**src/rtl/lfsr_descramble.sv**
```systemverilog
// ---------------------------------------------------------------------------
// lfsr_descramble
//
// Self-synchronizing (multiplicative) descrambler, one DATA_WIDTH word per
// clock. The shift register s holds the most recently received scrambled
// bits, with s[k] being the bit received k+1 bit-times ago. Each received bit b
// is descrambled as
//   o = b ^ s[LFSR_WIDTH-1] ^ (XOR of s[j-1] for every tap j in LFSR_POLY[W-1:1])
// and then b (not o) is shifted into s[0]. All bits of a word are handled in
// time order within a single cycle by unrolling the serial recurrence.
//
// Ports
//   clk           : clock, all state changes on the rising edge
//   rst           : synchronous reset, active low
//   data_in       : scrambled word (DATA_WIDTH bits)
//   data_in_valid : qualifies data_in; when low, state and output hold
//   data_out      : descrambled word, registered (one cycle latency)
// ---------------------------------------------------------------------------
module lfsr_descramble #(
    parameter int                    LFSR_WIDTH  = 58,
    parameter logic [LFSR_WIDTH-1:0] LFSR_POLY   = 58'h8000000001,
    parameter logic [LFSR_WIDTH-1:0] LFSR_INIT   = {LFSR_WIDTH{1'b1}},
    parameter                        LFSR_CONFIG = "FIBONACCI",
    parameter int                    REVERSE     = 1,
    parameter int                    DATA_WIDTH  = 64,
    parameter                        STYLE       = "AUTO"
) (
    input  logic                  clk,
    input  logic                  rst,
    input  logic [DATA_WIDTH-1:0] data_in,
    input  logic                  data_in_valid,
    output logic [DATA_WIDTH-1:0] data_out
);

    // Taps below the top term: mask bit k selects s[k] for polynomial term j=k+1.
    // The x^0 term (LFSR_POLY[0]) does not reference register state.
    localparam logic [LFSR_WIDTH-2:0] TAP_MASK = LFSR_POLY[LFSR_WIDTH-1:1];

    generate
        if (LFSR_CONFIG != "FIBONACCI") begin : g_bad_config
            $error("lfsr_descramble: only FIBONACCI configuration is supported");
        end
        if (STYLE != "AUTO" && STYLE != "LOOP" && STYLE != "REDUCTION") begin : g_bad_style
            $error("lfsr_descramble: STYLE must be AUTO, LOOP or REDUCTION");
        end
    endgenerate

    logic [LFSR_WIDTH-1:0] s;
    logic [LFSR_WIDTH-1:0] s_walk;
    logic [LFSR_WIDTH-1:0] s_next;
    logic [DATA_WIDTH-1:0] data_next;

    // Position within the word of the n-th bit in time.
    function automatic int bit_pos(input int n);
        if (REVERSE != 0) begin
            return n;
        end
        return DATA_WIDTH - 1 - n;
    endfunction

    // Descrambling mask bit produced by the current register contents.
    function automatic logic feedback(input logic [LFSR_WIDTH-1:0] state);
        return state[LFSR_WIDTH-1] ^ (^(state[LFSR_WIDTH-2:0] & TAP_MASK));
    endfunction

    // Unrolled serial recurrence: every bit sees the register as updated by
    // all earlier bits of the same word.
    always_comb begin
        s_walk    = s;
        data_next = '0;
        for (int n = 0; n < DATA_WIDTH; n++) begin
            data_next[bit_pos(n)] = data_in[bit_pos(n)] ^ feedback(s_walk);
            s_walk                = {s_walk[LFSR_WIDTH-2:0], data_in[bit_pos(n)]};
        end
        s_next = s_walk;
    end

    // ---- register stage: state and output word ----
    always_ff @(posedge clk) begin
        if (!rst) begin
            s        <= LFSR_INIT;
            data_out <= '0;
        end else if (data_in_valid) begin
            s        <= s_next;
            data_out <= data_next;
        end
    end

endmodule

```
**config.mk**
```make
export PLATFORM = sky130hd
export DESIGN_NAME = lfsr_descramble
export DESIGN_NICKNAME = d
export VERILOG_FILES = /design/src/rtl/lfsr_descramble.sv
export SDC_FILE = /design/constraint.sdc
export NUM_CORES = 1
export LEC_CHECK = 0
export BUFFER_PORTS_ARGS = -buffer_cell sky130_fd_sc_hd__buf_4
export CORE_MARGIN = 10
export CORE_UTILIZATION = 34
export CTS_CLUSTER_DIAMETER = 40
export DETAILED_ROUTE_END_ITERATION = 10
export GPL_TIMING_DRIVEN = 0
export SETUP_SLACK_MARGIN = 0.02
export SLEW_MARGIN = 15
export SYNTH_ARGS = -nofsm -noshare
export SYNTH_HDL_FRONTEND = slang
export SYNTH_SLANG_ARGS = --single-unit
```
**constraint.sdc**
```tcl
create_clock -name clk -period 1.1 [get_ports clk]
set_input_delay 0.165 -clock clk [delete_from_list [all_inputs] [get_ports clk]]
set_output_delay 0.165 -clock clk [all_outputs]
set_load 0.01 [all_outputs]
```
==> results of run 1 <==
-- final timing paths --
path                  end  cells past startpoint
max          data_out[13]                      5
min reg2reg         s[10]                      2
min                 s[11]                      3
max reg2reg  data_out[13]                      3
-- cell type report --
| class | instances | area (µm²) |
|---|---|---|
| buffer | 47 | 387.9 |
| clock buffer | 22 | 474.2 |
| clock inverter | 8 | 95.09 |
| fill | 1616 | 8841 |
| multi-input combinational | 436 | 3267 |
| sequential | 122 | 2515 |
| tap | 225 | 281.5 |
| timing repair buffer | 178 | 1495 |
-- state kept, by name (all words and copies together), names as in the netlist --
register	count
data_out	64
s	58
-- layout by cell type, fill, tap and decap left out --
| master | n |
|---|---|
| clkbuf_8 | 3 |
| dfxtp_1 | 68 |
| o211ai_2 | 26 |
| nand3b_1 | 64 |
| nand3_4 | 1 |
| dlygate4sd3_1 | 44 |
| xor2_2 | 5 |
| buf_4 | 126 |
| dfxtp_4 | 2 |
| bufinv_16 | 2 |
| clkbuf_16 | 17 |
| o211ai_1 | 38 |
| nand3_2 | 1 |
| clkbuf_1 | 7 |
| nand2_1 | 96 |
| buf_2 | 24 |
| and3b_1 | 19 |
| clkinv_2 | 4 |
| buf_8 | 1 |
| dfxtp_2 | 52 |
| clkinvlp_4 | 2 |
| nand4b_1 | 26 |
| mux2i_1 | 58 |
| xor2_1 | 59 |
| nand3_1 | 43 |
| buf_6 | 18 |
| buf_12 | 7 |
-- where the power goes --
part           internal [W]  switching [W]
Sequential          0.00481       0.000270
Clock               0.00347        0.00203
Combinational       0.00113        0.00121
-- stage by stage --
step | util | setup TNS [ns] | instance area [µm²] | hold WS, ns
final | 0.4906 | -0.04040 | 8516 | 0.01195
after global routing | 0.4906 | 0 | 8516 | 0.01202
after CTS | 0.4812 | 0 | 8352 | 0.00008843
after detailed placement | 0.4207 | -8.686 | 7302 | 0.4048
after global placement | 0.4207 | -7.135 | 7302 | 0.3963
after floorplan | - | 0 | 6060 | 0.2930
-- routing by layer --
layer  global-route usage  vias up
li1                     -     2558
met1               0.2511     2660
met2               0.3065      235
met3              0.04714       31
met4              0.06388        0
met5                    0        -
-- what timing repair did --
action | in CTS | in global routing
gates cloned | 0 | 0
hold buffers | 44 | 0
hold endpoints to repair | 44 | 0
setup endpoints to repair | 26 | 46
pin swaps | 0 | 0
setup buffers | 0 | 6
resized for setup | 28 | 46
-- kinds of logic (layout without fill, tap and decap cells) --
logic type             after synthesis  in the layout  synth area share
AO/OA/AOI/OAI                       64             64            0.1008
XOR/XNOR                            64             64           0.09251
flip-flops                         122            122            0.4031
multiplexers                        58             58           0.09581
buffers and inverters               47            255           0.06401
AND/OR/NAND/NOR                    250            250            0.2439
-- worst max-delay path: stages --
cell and delay, ns:
dlygate4sd3_1 0.54, buf_4 0.16, xor2_1 0.41, nand2_1 0.10
o211ai_1 0.10
==> flow_summary.json, run 1 <==
{
  "final.period_utilization": 1.037,
  "finalHoldViolations": 0,
  "grt_max_degree": 17,
  "power_density_nw_per_um2": 1517,
  "syn_to_final_growth_pct": 40.53,
  "drtIter0Drc": 410,
  "ys_async_sr_fraction": 0,
  "ys.flop_type": "dfxtp_1",
  "routed_wl_um": 23420,
  "cts-buffers-inserted": 17,
  "synth.most_common_cell": "dfxtp_1",
  "die_area_um2": 23560,
  "drt-vias-per-instance": 5.283,
  "placed_cells": 958,
  "slew_headroom": 0.6295,
  "place_hpwl_um": 17260,
  "port_buffers": 128,
  "holdCritPathClass": "in2reg",
  "highest_layer": "met4",
  "worstSkewPairLatency_ns": 0.43,
  "worstMarginPinSlew_ns": 0.5557,
  "period_needed_ns": 1.140,
  "setup_slack_ns": -0.04040,
  "fin_nets": 869,
  "worstPathRequired_ns": 1.44,
  "finClkSkew_ns": 0.008540,
  "clock-sinks": 122,
  "cts_max_level": 4,
  "reg2reg_from": "s[44]",
  "clockRootBuffer": "clkbuf_16",
  "grt_pass1_wl_um": 35050,
  "synth-seq-cells": 122,
  "firstDrtPassIters": 5,
  "n_antenna_cell": 0,
  "grt_pass1_vias": 5709,
  "wl_met1_um": 10450,
  "place_ws_ns": -0.1393,
  "ant_nets": 0,
  "crit_start": "data_in[13]",
  "p_leak_nw": 3.669,
  "ioPinCount": 131,
  "syn_inst": 605,
  "syn_area_um2": 6060,
  "setup_viol": 1,
  "cts.path.max_buffers": 2,
  "syn_nets": 672,
  "r2r_setup_slack_ns": 0.03,
  "setup.worst_path.class": "in2reg",
  "yosysWarnings": 0,
  "start_util": 0.3491,
  "cts.clk_slew.worst_paths_ns": 0.06,
  "met3_length_um": 1492,
  "die_w_um": 153.5,
  "crit_fanout": 3,
  "status": "finished, violations left",
  "fp-row-count": 48,
  "overflow": 0,
  "drv_cap": 0,
  "wl_per_cell_um": 22.56,
  "synth.distinct_cells": 18,
  "violations": "setup timing",
  "ys_seq_area_frac": 0.4031,
  "synth_top_area_share": 0.4031,
  "synth_largest_area_cell": "dfxtp_1",
  "final_cells": 1038,
  "critPathCaptureType": "flop",
  "syn_area_per_cell_um2": 10.02,
  "place.gp.congestion": 0.8804,
  "grtUsageTotal": 0.1933,
  "synth.area.top_cells": "dfxtp_1 (40%), mux2i_1 (9.6%), xor2_1 (9.3%)",
  "antenna_found_initial": 0,
  "fmax_mhz": 876.9,
  "start_kind": "primary input",
  "dr_wl_met2_um": 11070,
  "synth_edf_count": 0,
  "vias": 5484,
  "die_y_um": 153.5,
  "maxSlewViolCount": 0,
  "cts_tree": "done",
  "power.total_w": 0.01292,
  "rsz0062_at_grt": "true",
  "drc": 0,
  "worstHoldStart": "data_in[52]",
  "ys_top_cells_by_count": "dfxtp_1 (122), nand2_1 (96), nand3b_1 (64), xor2_1 (64), mux2i_1 (58)",
  "core_um2": 17360,
  "cp.arrival_ns": 1.48,
  "layout-drive-gt1-share": 0.3579,
  "ir_drop_mv": 1.108
}
No activity file was read; power rests on OpenSTA's default activity.
==> run 2, diff against run 1 <==
--- a/config.mk
+++ b/config.mk
@@ -11,8 +11,8 @@
 export CTS_CLUSTER_DIAMETER = 40
 export DETAILED_ROUTE_END_ITERATION = 10
 export GPL_TIMING_DRIVEN = 0
+export REMOVE_ABC_BUFFERS = 1
 export SETUP_SLACK_MARGIN = 0.02
-export SLEW_MARGIN = 15
 export SYNTH_ARGS = -nofsm -noshare
 export SYNTH_HDL_FRONTEND = slang
 export SYNTH_SLANG_ARGS = --single-unit
==> flow_summary.json, run 2 (synthesis results as in run 1) <==
{
  "largest_registers": "data_out: 64 flops, s: 58 flops",
  "firstDrtPassIters": 4,
  "crit_fanout": 2,
  "met3_usage": 0.04770,
  "crit_chain": "buf_4",
  "place_hpwl_um": 10720,
  "ioPinCount": 131,
  "p_leak_nw": 3.523,
  "n_antenna_cell": 0,
  "critPathCaptureType": "output pin",
  "cp.arrival_ns": 0.89,
  "grtUsageTotal": 0.1309,
  "ir_drop_mv": 1.003,
  "worstSkewPairLatency_ns": 0.42,
  "start_kind": "flop",
  "core_um2": 17360,
  "layout-drive-gt1-share": 0.3105,
  "drc": 0,
  "power.total_w": 0.01337,
  "cts.clk_slew.worst_paths_ns": 0.05,
  "die_area_um2": 23560,
  "cts_max_level": 4,
  "cts-buffers-inserted": 17,
  "grt_max_degree": 113,
  "final.period_utilization": 0.9561,
  "drv_cap": 0,
  "cp_slowest_cell": "dfxtp_1",
  "worstPathRequired_ns": 0.94,
  "start_util": 0.3491,
  "setup_viol": 0,
  "p_sw_frac": 0.2453,
  "met1_usage": 0.1593,
  "port_buffers": 130,
  "seq_power_share": 0.377,
  "timing.setup.tns_ns": 0,
  "finalHoldViolations": 0,
  "grt_pass1_vias": 5184,
  "cts_tree": "done",
  "drtIter0Drc": 246,
  "ant_nets": 0,
  "finClkSkew_ns": 0.006551,
  "worstMarginPinSlew_ns": 0.4902,
  "maxSlewViolCount": 0,
  "grt.busiest_layer": "met2",
  "die_y_um": 153.5,
  "fmax_mhz": 950.9,
  "mostFrequentLayoutCell": "buf_4",
  "vias": 4991,
  "status": "finished clean",
  "wl_per_cell_um": 16.14,
  "cts.path.max_buffers": 2,
  "grtUsageMet2": 0.2104,
  "final_core_util": 0.4790,
  "dpl-instance-area_um2": 6992,
  "slew_headroom": 0.6732,
  "cts_setup_buffers": 0,
  "fin_nets": 827,
  "clockRootBuffer": "clkbuf_16",
  "critPathBufInv": 1,
  "top_register": "data_out",
  "fp-row-count": 48,
  "routed_wl_um": 16110,
  "grt_pass1_wl_um": 26060,
  "setup.worst_path.class": "reg2out",
  "antenna_found_initial": 0,
  "layout_common_cells": "buf_4 (122), nand2_1 (96), dfxtp_1 (78)",
  "power_density_nw_per_um2": 1608,
  "cpPeakStageDelay_ns": 0.34,
  "die_w_um": 153.5,
  "p_clk_frac": 0.472,
  "comb_power_share": 0.150,
  "period_needed_ns": 1.052,
  "rsz0062_at_grt": "true",
  "syn_to_final_growth_pct": 37.19,
  "timing.hold.ws_ns": 0.01453,
  "design_area_um2": 8313,
  "place.gp.congestion": 0.7383,
  "largest_reg_flops": 64,
  "p_int_w": 0.01009,
  "holdCritPathClass": "in2reg",
  "overflow": 0,
  "drt-vias-per-instance": 5.001,
  "clock-sinks": 122,
  "switching_power_w": 0.003279,
  "path_delay_family": "flip-flops"
}
run 2: cell count changes in the layout (fill, tap and decap cells not counted), sizes merged:
cell,before,now
clkinvlp,2,4
clkbuf,27,23
bufinv,2,5
clkinv,4,2
dlygate4sd3,44,49
buf,176,132
run 2: worst paths after layout:
kind,startpoint,to,slack (ns),depth (start not counted)
worst max-delay path,data_out[55],data_out[55],0.05,1
worst min-delay path,data_in[19],s[44],0.01,3
worst max register to register,s[3],data_out[54],0.12,3
worst min register to register,s[43],s[43],0.49,2
run 2: timing repair:
| action | 4_1_cts | 5_1_grt |
|---|---|---|
| hold buffers | 49 | 0 |
| setup endpoints to repair | 77 | 79 |
| endpoints found under the hold margin | 49 | 0 |
| gates cloned | 0 | 2 |
| gates resized for setup | 15 | 41 |
run 2: layout make-up:
type	instances	area (µm²)
tap	225	281.5
fill	1608	9044
sequential	122	2497
timing repair buffer	183	1619
clock buffer	21	480.5
multi-input combinational	436	3244
clock inverter	11	190.2
run 2: per-stage QoR:
| stage | setup slack (ns) | std cells |
|---|---|---|
| global placement | -1.191 | 913 |
| CTS | 0.02140 | 996 |
| floorplan | 0.2804 | 558 |
| finish | 0.04834 | 998 |
| global route | 0.005589 | 998 |
| detailed placement | -0.6209 | 915 |
run 2: metal layers:
| metal | wire [µm] | part of all wire |
|---|---|---|
| met5 | 0 | 0 |
| met4 | 220 | 0.014 |
| met3 | 924 | 0.057 |
| met2 | 7722 | 0.48 |
| met1 | 7239 | 0.45 |
run 2: power groups by stage:
stage,logic [W],registers (W),clock network [W]
3_5_place_dp,0.00183,0.00510,0
4_1_cts,0.00199,0.00502,0.00646
3_3_place_gp,0.00176,0.00509,0
2_1_floorplan,0.000730,0.00515,0
6_report,0.00201,0.00504,0.00631
5_1_grt,0.00222,0.00509,0.00669
